--- src/rtl/mhp_calc_engine.sv ---
// mhp_calc_engine: arithmetic task engine (ADD/SUB/MUL/FIB, optional DIV) with a result FIFO
//   i_clk, i_rst_n       clock, synchronous active-low reset
//   i_task_valid/o_task_ready, i_opcode, i_op_a, i_op_b   task request handshake
//   o_res_valid/i_res_ready, o_res_data, o_res_status     FWFT result FIFO head
//   o_busy               engine not idle
//   o_task_cnt           accepted-task counter (wraps)
//   Define MHP_CALC_DIV_EN to add opcode 0x70 (restoring divider, one bit per cycle).
module mhp_calc_engine #(
  parameter int DATA_W = 16,
  parameter int QDEPTH = 4
) (
  input  logic              i_clk,
  input  logic              i_rst_n,
  input  logic              i_task_valid,
  output logic              o_task_ready,
  input  logic [7:0]        i_opcode,
  input  logic [DATA_W-1:0] i_op_a,
  input  logic [DATA_W-1:0] i_op_b,
  output logic              o_res_valid,
  input  logic              i_res_ready,
  output logic [DATA_W-1:0] o_res_data,
  output logic [1:0]        o_res_status,
  output logic              o_busy,
  output logic [7:0]        o_task_cnt
);
  localparam int PW = $clog2(QDEPTH);
  localparam int CW = PW + 1;
  localparam logic [7:0] OP_ADD = 8'h10, OP_SUB = 8'h20, OP_MUL = 8'h30, OP_FIB = 8'h60;
`ifdef MHP_CALC_DIV_EN
  localparam logic [7:0] OP_DIV = 8'h70;
  localparam int DCW = $clog2(DATA_W);
`endif
  typedef enum logic [2:0] {IDLE, EXEC, FIB, DIV, PUSH} state_t;
  state_t state, state_n;
  logic [7:0] opc, cnt;
  logic [DATA_W-1:0] op_a, op_b, res, fb;
  logic a_wrap, b_wrap;
  logic [1:0] stat;
  logic [DATA_W:0] sum, diff, fsum;
  logic [2*DATA_W-1:0] prod;
  logic [DATA_W+1:0] mem [QDEPTH];
  logic [PW-1:0] wp, rp;
  logic [CW-1:0] count;
  logic accept, push, pop;
  assign o_task_ready = (state == IDLE) && (count < CW'(QDEPTH));
  assign accept = i_task_valid && o_task_ready;
  assign push = state == PUSH;
  assign pop = o_res_valid && i_res_ready;
  assign o_busy = state != IDLE;
  assign o_res_valid = count != '0;
  // Head is forced to zero while empty so reset/idle outputs read as 0.
  assign {o_res_status, o_res_data} = o_res_valid ? mem[rp] : '0;
  assign sum = {1'b0, op_a} + {1'b0, op_b};
  assign diff = {1'b0, op_a} - {1'b0, op_b};
  assign prod = {{DATA_W{1'b0}}, op_a} * {{DATA_W{1'b0}}, op_b};
  // FIB keeps a in res so the final value is already in the result register.
  assign fsum = {1'b0, res} + {1'b0, fb};
`ifdef MHP_CALC_DIV_EN
  logic [DATA_W-1:0] rem;
  logic [DCW-1:0] dcnt;
  logic [DATA_W:0] rsh, rdiff;
  // Quotient bits shift into res as the dividend bits shift out of it.
  assign rsh = {rem, res[DATA_W-1]};
  assign rdiff = rsh - {1'b0, op_b};
`endif
  always_ff @(posedge i_clk)
    state <= !i_rst_n ? IDLE : state_n;
  always_comb begin
    state_n = state;
    case (state)
      IDLE: state_n = accept ? EXEC : IDLE;
      EXEC: begin
        state_n = PUSH;
        if (opc == OP_FIB) state_n = FIB;
`ifdef MHP_CALC_DIV_EN
        if (opc == OP_DIV) state_n = DIV;
`endif
      end
      FIB: state_n = cnt == 8'd0 ? PUSH : FIB;
`ifdef MHP_CALC_DIV_EN
      DIV: state_n = dcnt == '0 ? PUSH : DIV;
`endif
      PUSH: state_n = IDLE;
      default: state_n = IDLE;
    endcase
  end
  always_ff @(posedge i_clk) begin
    if (!i_rst_n) begin
      opc <= '0;
      op_a <= '0;
      op_b <= '0;
      res <= '0;
      fb <= '0;
      cnt <= '0;
      a_wrap <= 1'b0;
      b_wrap <= 1'b0;
      stat <= '0;
      o_task_cnt <= '0;
`ifdef MHP_CALC_DIV_EN
      rem <= '0;
      dcnt <= '0;
`endif
    end else begin
      if (accept) begin
        opc <= i_opcode;
        op_a <= i_op_a;
        op_b <= i_op_b;
        o_task_cnt <= o_task_cnt + 8'd1;
      end
      if (state == EXEC) begin
        case (opc)
          OP_ADD: begin res <= sum[DATA_W-1:0]; stat <= {1'b0, sum[DATA_W]}; end
          OP_SUB: begin res <= diff[DATA_W-1:0]; stat <= {1'b0, diff[DATA_W]}; end
          OP_MUL: begin res <= prod[DATA_W-1:0]; stat <= {1'b0, |prod[2*DATA_W-1:DATA_W]}; end
          OP_FIB: begin
            res <= '0;
            fb <= DATA_W'(1);
            cnt <= op_a[7:0];
            a_wrap <= 1'b0;
            b_wrap <= 1'b0;
            stat <= '0;
          end
`ifdef MHP_CALC_DIV_EN
          OP_DIV: begin
            res <= op_a;
            rem <= '0;
            dcnt <= DCW'(DATA_W - 1);
            stat <= op_b == '0 ? 2'b10 : 2'b00;
          end
`endif
          default: begin res <= '0; stat <= 2'b10; end
        endcase
      end
      if (state == FIB) begin
        if (cnt == 8'd0) stat <= {1'b0, a_wrap};
        else begin
          res <= fb;
          fb <= fsum[DATA_W-1:0];
          cnt <= cnt - 8'd1;
          b_wrap <= b_wrap | fsum[DATA_W];
          a_wrap <= b_wrap;
        end
      end
`ifdef MHP_CALC_DIV_EN
      // Divide by zero never goes negative, so the quotient naturally becomes all ones.
      if (state == DIV) begin
        res <= {res[DATA_W-2:0], ~rdiff[DATA_W]};
        rem <= rdiff[DATA_W] ? rsh[DATA_W-1:0] : rdiff[DATA_W-1:0];
        dcnt <= dcnt - DCW'(1);
      end
`endif
    end
  end
  always_ff @(posedge i_clk)
    if (push) mem[wp] <= {stat, res};
  always_ff @(posedge i_clk) begin
    if (!i_rst_n) begin
      wp <= '0;
      rp <= '0;
      count <= '0;
    end else begin
      wp <= wp + PW'(push);
      rp <= rp + PW'(pop);
      count <= count + CW'(push) - CW'(pop);
    end
  end
endmodule

--- config.mk ---
export PLATFORM = sky130hd
export DESIGN_NAME = mhp_calc_engine
export DESIGN_NICKNAME = d
export VERILOG_FILES = /design/src/rtl/mhp_calc_engine.sv
export SDC_FILE = /design/constraint.sdc
export NUM_CORES = 1
export LEC_CHECK = 0
export BUFFER_PORTS_ARGS = -buffer_cell sky130_fd_sc_hd__buf_2
export CAP_MARGIN = 10
export CORE_ASPECT_RATIO = 1.25
export CORE_UTILIZATION = 55
export CTS_BUF_LIST = sky130_fd_sc_hd__clkbuf_8 sky130_fd_sc_hd__clkbuf_16
export DETAILED_ROUTE_END_ITERATION = 8
export HOLD_SLACK_MARGIN = 0.05
export PLACE_DENSITY = 0.72
export RECOVER_POWER = 50
export SLEW_MARGIN = 0
export SYNTH_ARGS = -nofsm -noshare
export SYNTH_HDL_FRONTEND = slang
export SYNTH_SLANG_ARGS = --single-unit
--- constraint.sdc ---
create_clock -name i_clk -period 8.95 [get_ports i_clk]
set_input_delay 0.895 -clock i_clk [delete_from_list [all_inputs] [get_ports i_clk]]
set_output_delay 0.895 -clock i_clk [all_outputs]
set_load 0.03 [all_outputs]
[After elaboration in Yosys (flattened, before gate mapping)]
Memory sizes are Yosys's and may differ from the RTL's. A register that Yosys moved wholly into a read port is not among the register bits.
Cells that the tools add are included.
Storage, ports and cells
  latch bits: 0
  memories kept: 1
  ROM bits: 0
  output and inout port bits: 29
  RAM bits: 72
  flip-flop bits (word level): 102
Cells by class
  order comparisons: 1
  eq/ne operators: 7
  multipliers: 1
  divide/modulo/power cells: 0
  shift-type cells: 0
  reduce and logical (&&, ||, !) cells: 8
  bitwise gates (word level): 1
  muxes and demuxes: 32
  add/sub/neg operators: 9
Memories
  mem: words 4, width 18, rd ports 1, clocked after Yosys merged registers in 1, wr ports 1, RTL line 41  | logic [DATA_W+1:0] mem [QDEPTH];
Operator list (count)
  2-to-1 mux 16 bit: 7
  one-hot mux 16 bit (3 select lines): 1
  adder 16 x 16 -> 17 bit: 2
  multiplier 16 x 16 -> 32 bit: 1
  2-to-1 mux 8 bit: 4
  2-to-1 mux 18 bit: 1
  subtractor 16 x 16 -> 17 bit: 1
  == test 8 x 6 -> 1 bit, second input constant: 2
  OR reduction 16 bit: 1
  2-to-1 mux 1 bit: 11
  one-hot mux 3 bit (3 select lines): 1
  adder 8 x 1 -> 8 bit, second input constant: 1
  == test 8 x 5 -> 1 bit, second input constant: 1
  == test 8 x 7 -> 1 bit, second input constant: 1
  zero test 8 bit: 1
  2-to-1 mux 2 bit: 4
  one-hot mux 2 bit (4 select lines): 1
  subtractor 8 x 1 -> 8 bit, second input constant: 1
  2-to-1 mux 3 bit: 2
  nonzero test 3 bit: 2
  adder 2 x 1 -> 2 bit: 2
  adder 3 x 1 -> 3 bit: 1
  == test 3 x 1 -> 1 bit, second input constant: 1
  == test 3 x 2 -> 1 bit, second input constant: 1
  other kinds (6): 8

[Depth between registers and ports, before layout]
  depth after elaboration: 6
  gate-level depth with buffers: 26

[Worst setup path after synthesis]
OpenSTA, ideal clock, no wires.
  path type: register -> register
  start point: register op_a[6]
  end point: register stat[0]
  library setup time: 0.122 ns
  required time: 8.828 ns
  data arrival time: 6.137 ns
  buffers on the path: 3
  clock period less this slack: 6.259 ns
  path slack: 2.691 ns
  cell stages (with the launch flop): 27
  cell sequence: dfxtp_1 > clkbuf_1 > clkbuf_1 > nand2_1 > fa_1 > inv_1 > fa_1 > inv_1 > fa_1 > inv_1 > fa_1 > fa_1 > inv_1 > fa_1 > inv_1 > ha_1 > buf_2 > and3_4 > o21ai_0 > and3_1 > o211ai_1 > a211oi_1 > o211ai_1 > a21oi_1 > o211a_1 > nand4b_1 > o311a_1
On the way
  word-level cells in the longest chain between the ends: 6
  elaborated cells between the ends (all ways): 8
  those cells by class: add/sub (2); mul (1); mux (4); reduce/logical (1)
Ends and longest elaborated chain
  start, declared: RTL line 36  | logic [DATA_W-1:0] op_a, op_b, res, fb;
  start signal, assigned: RTL line 106  | op_a <= i_op_a;
  multiplier 16 x 16 -> 32 bit: RTL line 55  | assign prod = {{DATA_W{1'b0}}, op_a} * {{DATA_W{1'b0}}, op_b};
  OR reduction 16 bit: RTL line 114  | OP_MUL: begin res <= prod[DATA_W-1:0]; stat <= {1'b0, |prod[2*DATA_W-1:DATA_W]}; end
  one-hot mux 2 bit (4 select lines) *: RTL line 111  | case (opc)
  2-to-1 mux 2 bit *: RTL line 110  | if (state == EXEC) begin
  2-to-1 mux 2 bit: RTL line 135  | if (cnt == 8'd0) stat <= {1'b0, a_wrap};
  2-to-1 mux 2 bit *: RTL line 134  | if (state == FIB) begin
  end signal, assigned: RTL line 112  | OP_ADD: begin res <= sum[DATA_W-1:0]; stat <= {1'b0, sum[DATA_W]}; end
  end signal, assigned: RTL line 113  | OP_SUB: begin res <= diff[DATA_W-1:0]; stat <= {1'b0, diff[DATA_W]}; end
  end signal, assigned: RTL line 135
  end, declared: RTL line 38  | logic [1:0] stat;
Mark *: on every way between the ends. The rest lies on a longest branch, timed or not.
A chain may end at the register's enable or synchronous reset.

[Worst setup path after layout]
  start point: register op_a[7]
  end point: register stat[0]
Same word-level chain as after synthesis.

==> summary.txt <==
Max stage delay on crit path -> 900 ps
EDFF count, synth -> 72
htree depth -> 4
CTS Sinks -> 174
final setup margin -> 1650 ps
CTS Buf Count -> 17
Antenna Nets Post-Route -> 0
detailed placer's ending HPWL -> 36400 um
max-slew violation count -> 103
worst-margin pin slew -> 3870 ps
Final Hold Violating Endpoints -> 0
Clock Latency Late Sink -> 440 ps
Mapped Area -> 18000 um2
FP Rows -> 73
Hold/Removal Path Class -> reg2reg
Inst Count DP -> 2374
Pleak -> 0.00812 uW
Post-Syn Nets -> 2358
Vias per Instance -> 5.84
critical path arrival -> 7630 ps
Starting DRT DRC Count -> 955
Reg clk slew, reported paths -> 80 ps
fillcell total -> 2810
Data required, critical path -> 9280 ps
Worst Skew -> 14.7 ps
post-route setup TNS -> 0 ps
Worst Path Buf+Inv -> 4
Detailed Route WL -> 46400 um
synth warn -> 0
layout cell share with drive strength beyond 1 -> 8.22%
Yosys reg bits -> 174
Ant. Diodes -> 0
Starting Density -> 56.2%
IO Port Bufs -> 72
vias in the first global route -> 14800
top-area cell type share of the netlist area -> 22.1%
first-pass GRT wire length -> 76300 um
Root Buffer -> clkbuf_16
routed vias -> 14043
Die W -> 164 um
DP Worst Slack -> 1630 ps
register area share after synthesis -> 23.4%
Final min period -> 7300 ps
RSZ-0062 raised after global routing -> no
global-route usage over all layers -> 29.7%
Final #Nets -> 2381
CTS tree -> built
max-cap viol count -> 1
postcts setup bufs -> 0
WHS -> 468 ps
Core Util, Final -> 60.4%
most used cell, CP -> fa_1
largest net degree at the start of global routing -> 103
slew margin rel. -> -158%
fin cells -> 2406
count leader, synth -> nand2_1
CTS max path bufs -> 2
Tcrit/Tclk final -> 81.6%
total power divided by cell area -> 156 nW/um2
CP Class -> reg2reg
worst vdd ir -> 0.216 mV
area of the multi-input gates -> 12400 um2
Synth async-reset ratio -> 0%
DR DRC count -> 0
top cells by area, synth -> fa_1, edfxtp_1, dfxtp_1, ha_1, nand2_1
Post-synth top cells -> nand2_1, inv_1, fa_1
CTS Hold Bufs -> 0
FF+latch area -> 4200 um2
Worst R2R Setup Slack -> 1650 ps
Crit Path Max Fanout -> 19
top_reg_cell synth -> dfxtp_1
Final setup viols -> 0
# IOs -> 73
First-pass DRT Iterations -> 5
Post-Syn Instances -> 1958
crit-path leading delay family -> adder cells
Worst setup EP type -> flip-flop
die height -> 204 um
WL per Instance -> 19.3 um
violated checks -> max-capacitance violations, max-slew violations
synthesized area per cell -> 9.18 um2
outcome -> finished with violations
area leader, netlist -> fa_1
core area -> 32000 um2
Slowest-stage cell, CP -> dfxtp_1
f_max -> 137 MHz
startpoint types -> flip-flop
antenna violations before repair -> 0
CP Cell Sequence -> ha_1 > inv_1 > fa_1 > inv_1 > fa_1 > inv_1 > fa_1 > fa_1 > fa_1 > fa_1 > inv_1 > ha_1 > a211oi_1 > o22ai_1 > nand2_1 > o21ai_0 > nor3_1 > nand4_1 > a2111oi_0 > nand4_1 > nand4b_1 > o311a_1
total congestion overflow -> 0
post-synth cell types -> 77
synth-to-layout area growth -> 7.37%
GP Congestion -> 0.919
Die Area -> 33400 um2
post_cts resized -> 0
## flip-flops by register name (all words and copies together) (netlist names)
register,flops
mem,72
fb,16
op_a,16
op_b,16
res,16
cnt,8
o_task_cnt,8
opc,8
count,3
state,3
rp,2
stat,2
wp,2
a_wrap,1
b_wrap,1
## worst paths after layout
check                           startpoint      end  depth (start not counted)
worst max register to register     op_a[7]  stat[0]                         22
worst max-delay path               op_a[7]  stat[0]                         22
worst min-delay path                opc[1]   opc[1]                          2
worst min register to register      opc[1]   opc[1]                          2
## layout make-up
type,instances,area share [%]
clock buffers,18,2.33
clock inverters,14,0.953
inverters,268,5.21
multi-input cells,1427,64.5
flip-flops and latches,174,21.8
well taps,412,2.67
repair buffers,93,2.59
## routing by layer
layer | routed length (um) | GRT usage, % | vias to the layer above
met5 | 0 | 0 | -
met3 | 2040 | 3.19 | 125
met2 | 24800 | 55.5 | 426
met4 | 2670 | 16.4 | 0
li1 | - | - | 6550
met1 | 16900 | 32.2 | 6942
## worst min-delay path, stage by stage, from the launching register on
cell and delay (ps):
dfxtp_1 310, nand2_1 40, a21boi_0 70
## metrics by stage
step | total power, uW | area (um2)
after floorplan | 1870 | 18000
after global placement | 2230 | 18700
after detailed placement | 2250 | 18700
after CTS | 3040 | 19300
after global routing | 3200 | 19300
final | 3020 | 19300
## cell families (layout without fill, tap and decap cells)
kind of cell,count (synthesis),after routing,synth area share [%]
and+or+nand+nor,658,658,17.7
buffers and inverters,357,393,7.49
adders and majority gates,356,356,33.1
AOI/OAI and AO/OA,335,335,13.1
DFF,174,174,23.4
xor gates and xnor gates,53,53,2.58
muxes,25,25,2.67
## power breakdown
group	switching [uW]	leakage, uW	internal (uW)
sequential	128	0.00148	878
combinational	753	0.00633	478
clock	360	0.000310	422
## layout by cell type, fill, tap and decap left out, drive strengths merged, types with 6 or more instances in the layout
master / count
a2111oi: 6
a211oi: 18
a21boi: 53
a21o: 9
a21oi: 66
a221oi: 14
a22oi: 14
and2: 126
and3: 14
buf: 86
clkbuf: 25
dfxtp: 102
edfxtp: 72
fa: 198
ha: 158
inv: 276
mux4: 18
nand2: 284
nand2b: 16
nand3: 21
nand4: 6
nor2: 78
nor2b: 47
nor3: 30
nor3b: 6
o211ai: 12
o21a: 9
o21ai: 60
o21bai: 8
o221ai: 10
o22ai: 9
o311ai: 6
o31ai: 6
or3: 13
xnor2: 39
xor2: 14
No activity file was read; power rests on OpenSTA's default activity.
